`config.mk`:
```
export PLATFORM = sky130hd
export DESIGN_NAME = sysref_align
export DESIGN_NICKNAME = d
export VERILOG_FILES = /design/src/rtl/sysref_pkg.sv /design/src/rtl/sysref_sync.sv /design/src/rtl/sysref_align.sv
export SDC_FILE = /design/constraint.sdc
export NUM_CORES = 1
export LEC_CHECK = 0
export BUFFER_PORTS_ARGS = -buffer_cell sky130_fd_sc_hd__buf_4
export CAP_MARGIN = 5
export CORE_MARGIN = 3
export CORE_UTILIZATION = 40
export CTS_CLUSTER_DIAMETER = 100
export CTS_CLUSTER_SIZE = 28
export DETAILED_ROUTE_END_ITERATION = 12
export HOLD_SLACK_MARGIN = 0.15
export PLACE_DENSITY = 0.66
export SLEW_MARGIN = 20
export SYNTH_ARGS = -nofsm -noshare
export SYNTH_HDL_FRONTEND = slang
export SYNTH_SLANG_ARGS = --single-unit
```
`constraint.sdc`:
```
create_clock -name clk -period 14.4 [get_ports clk]
set_input_delay 0.72 -clock clk [delete_from_list [all_inputs] [get_ports clk]]
set_output_delay 0.72 -clock clk [all_outputs]
set_load 0.005 [all_outputs]
```
`src/rtl/sysref_pkg.sv`:
```
// Shared state encoding and default sizing for the SYSREF alignment block.
package sysref_pkg;
    typedef enum logic [1:0] {
        ST_IDLE    = 2'd0,
        ST_SEARCH  = 2'd1,
        ST_MEASURE = 2'd2,
        ST_LOCKED  = 2'd3
    } sysref_state_t;

    localparam int PERIOD_W_DEF = 16;
    localparam int LOCK_CNT_DEF = 4;
endpackage

```
`src/rtl/sysref_sync.sv`:
```
// Multi-flop synchroniser for the raw board SYSREF plus rising-edge detect.
module sysref_sync #(
    parameter int SYNC_STAGES = 2
) (
    input  logic clk,
    input  logic rstn,
    input  logic din,
    output logic edge_pulse
);
    (* async_reg = "true" *) logic [SYNC_STAGES-1:0] sync_q;
    logic prev_q;

    always_ff @(posedge clk or negedge rstn) begin
        if (!rstn) begin
            sync_q <= '0;
            prev_q <= 1'b0;
        end else begin
            sync_q <= {sync_q[SYNC_STAGES-2:0], din};
            prev_q <= sync_q[SYNC_STAGES-1];
        end
    end

    assign edge_pulse = sync_q[SYNC_STAGES-1] & ~prev_q;
endmodule

```
`src/rtl/sysref_align.sv`:
```
// Period-checked, phase-programmable SYSREF tick generator in the ADC fabric clock domain.
//   state      | meaning
//   ST_IDLE    | disabled, counters cleared
//   ST_SEARCH  | waiting for the first edge (not classified)
//   ST_MEASURE | counting consecutive good periods towards lock
//   ST_LOCKED  | local phase counter free-running, edges only checked
module sysref_align
    import sysref_pkg::*;
#(
    parameter int PERIOD_W    = PERIOD_W_DEF,
    parameter int LOCK_CNT    = LOCK_CNT_DEF,
    parameter int SYNC_STAGES = 2
) (
    input  logic                clk,
    input  logic                rstn,
    input  logic                pl_sysref,
    input  logic                enable,
    input  logic                rearm,
    input  logic [PERIOD_W-1:0] expected_period,
    input  logic [3:0]          tolerance,
    input  logic [PERIOD_W-1:0] phase_offset,
    output logic                sysref_tick,
    output logic                locked,
    output logic                lost,
    output logic                slip,
    output logic [PERIOD_W-1:0] period_meas
);
    localparam logic [PERIOD_W-1:0] CNT_MAX  = '1;
    localparam logic [PERIOD_W-1:0] ONE      = {{(PERIOD_W-1){1'b0}}, 1'b1};
    localparam logic [PERIOD_W:0]   ONE_EXT  = {{PERIOD_W{1'b0}}, 1'b1};
    localparam logic [3:0]          LOCK_TGT = 4'(LOCK_CNT);

    sysref_state_t       state;
    logic                sys_edge;
    logic [PERIOD_W-1:0] per_cnt;
    logic [PERIOD_W-1:0] phase;
    logic [PERIOD_W-1:0] phase_inc;
    logic [3:0]          good_cnt;
    logic                to_done;
    logic [PERIOD_W:0]   period_ext;
    logic [PERIOD_W:0]   exp_ext;
    logic [PERIOD_W:0]   tol_ext;
    logic [PERIOD_W:0]   diff;
    logic                per_good;
    logic                per_exact;
    logic                timeout;

    sysref_sync #(.SYNC_STAGES(SYNC_STAGES)) u_sync (
        .clk        (clk),
        .rstn       (rstn),
        .din        (pl_sysref),
        .edge_pulse (sys_edge)
    );

    // Extra bit keeps per_cnt+1 and expected+tolerance from wrapping.
    always_comb begin
        period_ext = {1'b0, per_cnt} + ONE_EXT;
        exp_ext    = {1'b0, expected_period};
        tol_ext    = {{(PERIOD_W-3){1'b0}}, tolerance};
        diff       = (period_ext >= exp_ext) ? (period_ext - exp_ext) : (exp_ext - period_ext);
        per_good   = (diff <= tol_ext);
        per_exact  = (period_ext == exp_ext);
        timeout    = !sys_edge && !to_done && (period_ext > (exp_ext + tol_ext));
        phase_inc  = (phase >= (expected_period - ONE)) ? '0 : (phase + ONE);
    end

    always_ff @(posedge clk or negedge rstn) begin
        if (!rstn) begin
            per_cnt     <= '0;
            to_done     <= 1'b0;
            period_meas <= '0;
        end else if (sys_edge) begin
            per_cnt     <= '0;
            to_done     <= 1'b0;
            period_meas <= (per_cnt == CNT_MAX) ? CNT_MAX : (per_cnt + ONE);
        end else begin
            if (per_cnt != CNT_MAX) per_cnt <= per_cnt + ONE;
            if (timeout) to_done <= 1'b1;
        end
    end

    always_ff @(posedge clk or negedge rstn) begin
        if (!rstn) begin
            state       <= ST_IDLE;
            good_cnt    <= '0;
            phase       <= '0;
            locked      <= 1'b0;
            sysref_tick <= 1'b0;
            lost        <= 1'b0;
            slip        <= 1'b0;
        end else begin
            sysref_tick <= 1'b0;
            if (!enable) begin
                state    <= ST_IDLE;
                good_cnt <= '0;
                phase    <= '0;
                locked   <= 1'b0;
                if (rearm) begin
                    lost <= 1'b0;
                    slip <= 1'b0;
                end
            end else if (rearm) begin
                state    <= ST_SEARCH;
                good_cnt <= '0;
                phase    <= '0;
                locked   <= 1'b0;
                lost     <= 1'b0;
                slip     <= 1'b0;
            end else begin
                case (state)
                    ST_IDLE: state <= ST_SEARCH;
                    ST_SEARCH: begin
                        if (sys_edge) begin
                            state    <= ST_MEASURE;
                            good_cnt <= '0;
                        end
                    end
                    ST_MEASURE: begin
                        if (sys_edge) begin
                            if (!per_good) begin
                                good_cnt <= '0;
                            end else if ((good_cnt + 4'd1) == LOCK_TGT) begin
                                state       <= ST_LOCKED;
                                good_cnt    <= LOCK_TGT;
                                locked      <= 1'b1;
                                phase       <= '0;
                                sysref_tick <= (phase_offset == '0);
                            end else begin
                                good_cnt <= good_cnt + 4'd1;
                            end
                        end else if (timeout) begin
                            good_cnt <= '0;
                            state    <= ST_SEARCH;
                        end
                    end
                    ST_LOCKED: begin
                        if ((sys_edge && !per_good) || timeout) begin
                            lost     <= 1'b1;
                            good_cnt <= '0;
                            locked   <= 1'b0;
                            phase    <= '0;
                            state    <= ST_MEASURE;
                        end else if (sys_edge && !per_exact) begin
                            // Realign on a jittered edge rather than trusting the local count.
                            slip        <= 1'b1;
                            phase       <= '0;
                            sysref_tick <= (phase_offset == '0);
                        end else begin
                            phase       <= phase_inc;
                            sysref_tick <= (phase_inc == phase_offset);
                        end
                    end
                    default: state <= ST_IDLE;
                endcase
            end
        end
    end
endmodule

```
==> run metrics <==
status completed; Worst EP arrival 6.44 ns; post-CTS sizing 0; Slew HR 43.8%; synthesis-to-finish area growth 14.2%; clock sinks 62; total of max-cap violations 0; IR drop worst, VDD 0.0959 mV; ys async rst share 100%; core area 16,600 um^2; leading cell types in the layout, fill and taps excluded ha_1 (78), nor2_1 (70), nand2_1 (70), buf_4 (65), dfrtp_1 (62); PortBufs 60; DRC violations left 0; H-tree levels 3; Iteration-0 DRC Markers 404; hold depth 0; DRT Pass-1 Iters 5; CP endpoint kind register; Slew @ Worst Pin 0.842 ns; Lkg Pwr 0.00361 uW; initial antenna violation count 0; Critical Path RT 14.60 ns; cells after synthesis 839; RSZ-0062 raised after global routing no; Seq cells post-synth 62; switching power total around 230 uW; PD cells about 84 nW/um^2; worst hold margin 0.356 ns; vias in the first global route 5,948; placed cell area 7430 um^2; Post-CTS Hold Fix Bufs 0; row count 47; maximum fanout along the worst path 16; hpwl dp around 15,000 um; register area share after synthesis between 20% and 30%; Max clock buf depth 2; Netlist cell types between 70 and 80; clock skew 0.00976 ns; Comb power frac roughly a third; GRT Total Usage 20.5%; Routed WL 18,600 um; Tmin final 6.24 ns; Setup TNS Final 0 ns; Util after Layout a little under half; WL per Instance 16.7 um; die span in y approximately 140 um; Placer Congestion 0.959; sequential share of power around 30%; Total Power 655 uW; FMAX 0.160 GHz; Hold Crit Class register to register; commonest non-fill, non-tap cell in the layout ha_1; Internal between 400 and 500 uW; Yosys Warn Count 0; crit path launch type register; largest net degree at the start of global routing 63; crit path kind register to register; final slew viol count 0; Post-Syn Area 6790 um^2; R2R depth 23; Synth Flop Type dfrtp_1; first-pass GRT wire length 30,300 um; via/cell ratio ~5.6; fin crit share 43.3%; Net Sw Frac around a third; total grt overflow 0; ANT nets after route 0; final net count approximately 1.0k; Die X 136 um; die area between 15,000 and 20,000 um^2; Final Hold Vio Count 0; Antenna diodes 0; Final Setup Violations 0; Clock transition at path regs around 0.060 ns; routed via count 6,272; clock share of power 35.9%; CTS root buffer clkbuf_16; post-layout instance area 7750 um^2; Mapped Nets 961; Starting Density 41.0%; TritonCTS clock tree yes; Setup Buffers After CTS 0; I/O pin count 61; Post-synth EDFFs 0; clock latency on the worst-skew pair between 0.3 and 0.4 ns; share of layout cells above drive strength 1 ~12%; Avg Cell Area, Syn 8.09 um^2; CTS buffer count 9
[flip-flops by register name (all words and copies together), names as in the netlist]
register and count:
u_sync.sync_q 2, phase 16, sysref_tick 1, locked 1, to_done 1, state 2, period_meas 16, per_cnt 16
u_sync.prev_q 1, lost 1, slip 1, good_cnt 4
[worst paths after layout]
kind	startpoint	endpoint	slack, ns
worst max-delay path	per_cnt[0]	lost	8.16
worst min-delay path	u_sync.sync_q[0]	u_sync.sync_q[1]	0.36
worst max register to register	per_cnt[0]	lost	8.16
worst min register to register	u_sync.sync_q[0]	u_sync.sync_q[1]	0.36
max in group asynchronous	rstn	phase[4]	13.35
min in group asynchronous	rstn	period_meas[14]	0.48
[routing by layer]
metal  up-vias  wire [um]  track usage (%)
met2       172       8070             31.7
met5         -          0                0
li1       3134          -                -
met1      2942       9090             29.6
met4         0        423             5.99
met3        24       1020             3.07
[metrics by stage]
stage | instances | setup slack, ns
after floorplan | 839 | 9.03
after global placement | 1096 | 8.37
after detailed placement | 1096 | 8.22
after CTS | 1112 | 8.19
after global routing | 1112 | 7.64
final | 1112 | 8.16
[power by group through the flow]
stage / Clock [uW] / Combinational, uW / Sequential (uW)
final: 235 / 227 / 193
after global routing: 248 / 253 / 194
after CTS: 239 / 225 / 193
after detailed placement: 0 / 222 / 196
after global placement: 0 / 220 / 196
after floorplan: 0 / 150 / 194
[synth_stat cells, drive strengths merged, types with 11 or more instances]
master,n,area [um^2]
a21o,34,255
dfrtp,62,1550
and2,12,77.6
inv,49,184
ha,78,976
nand2,71,269
a21oi,48,240
xnor2,46,403
xor2,21,184
o21ai,48,240
a211oi,21,170
nor4,11,83.8
nand4,23,144
nand3,36,180
nand2b,22,138
clkbuf,18,67.6
nor3,14,70.1
nor2,70,263
[worst max-delay path: stages, from the launching register on]
cell and delay [ns]:
dfrtp_1 0.51, ha_1 0.23, nand3_1 0.15, or2_2 0.37, xor2_1 0.32, inv_1 0.12
ha_1 0.49, nand4_1 0.26, or4_4 0.61, o2111ai_2 0.14, o21bai_4 0.32, mux2i_1 0.27
xor2_1 0.18, ha_1 0.26, o21ai_0 0.08, nand2b_1 0.07, a21oi_1 0.14, a41o_1 0.12
o211ai_1 0.09, nand4b_1 0.25, nor4_4 0.35, nand2_2 0.24, a2111oi_0 0.41, nor3_1 0.09
[kinds of logic after synthesis]
| logic type | Yosys count | share of synthesized area [%] |
|---|---|---|
| simple gates | 309 | 23.4 |
| flops | 62 | 22.8 |
| buf+inv | 81 | 4.83 |
| compound gates | 226 | 22.9 |
| fa+ha+maj | 81 | 15.3 |
| xor+xnor | 67 | 8.64 |
| mux | 13 | 2.16 |
[final cells by class]
class                   count  area [um^2]
fillers                  1676         8830
multi-input cells         696         4920
flip-flops and latches     62         1550
repair buffers             65          488
well taps                 220          275
clock buffers               9          225
inverters                  53          199
clock inverters             7         97.6
(Power assumes the default switching activity.)
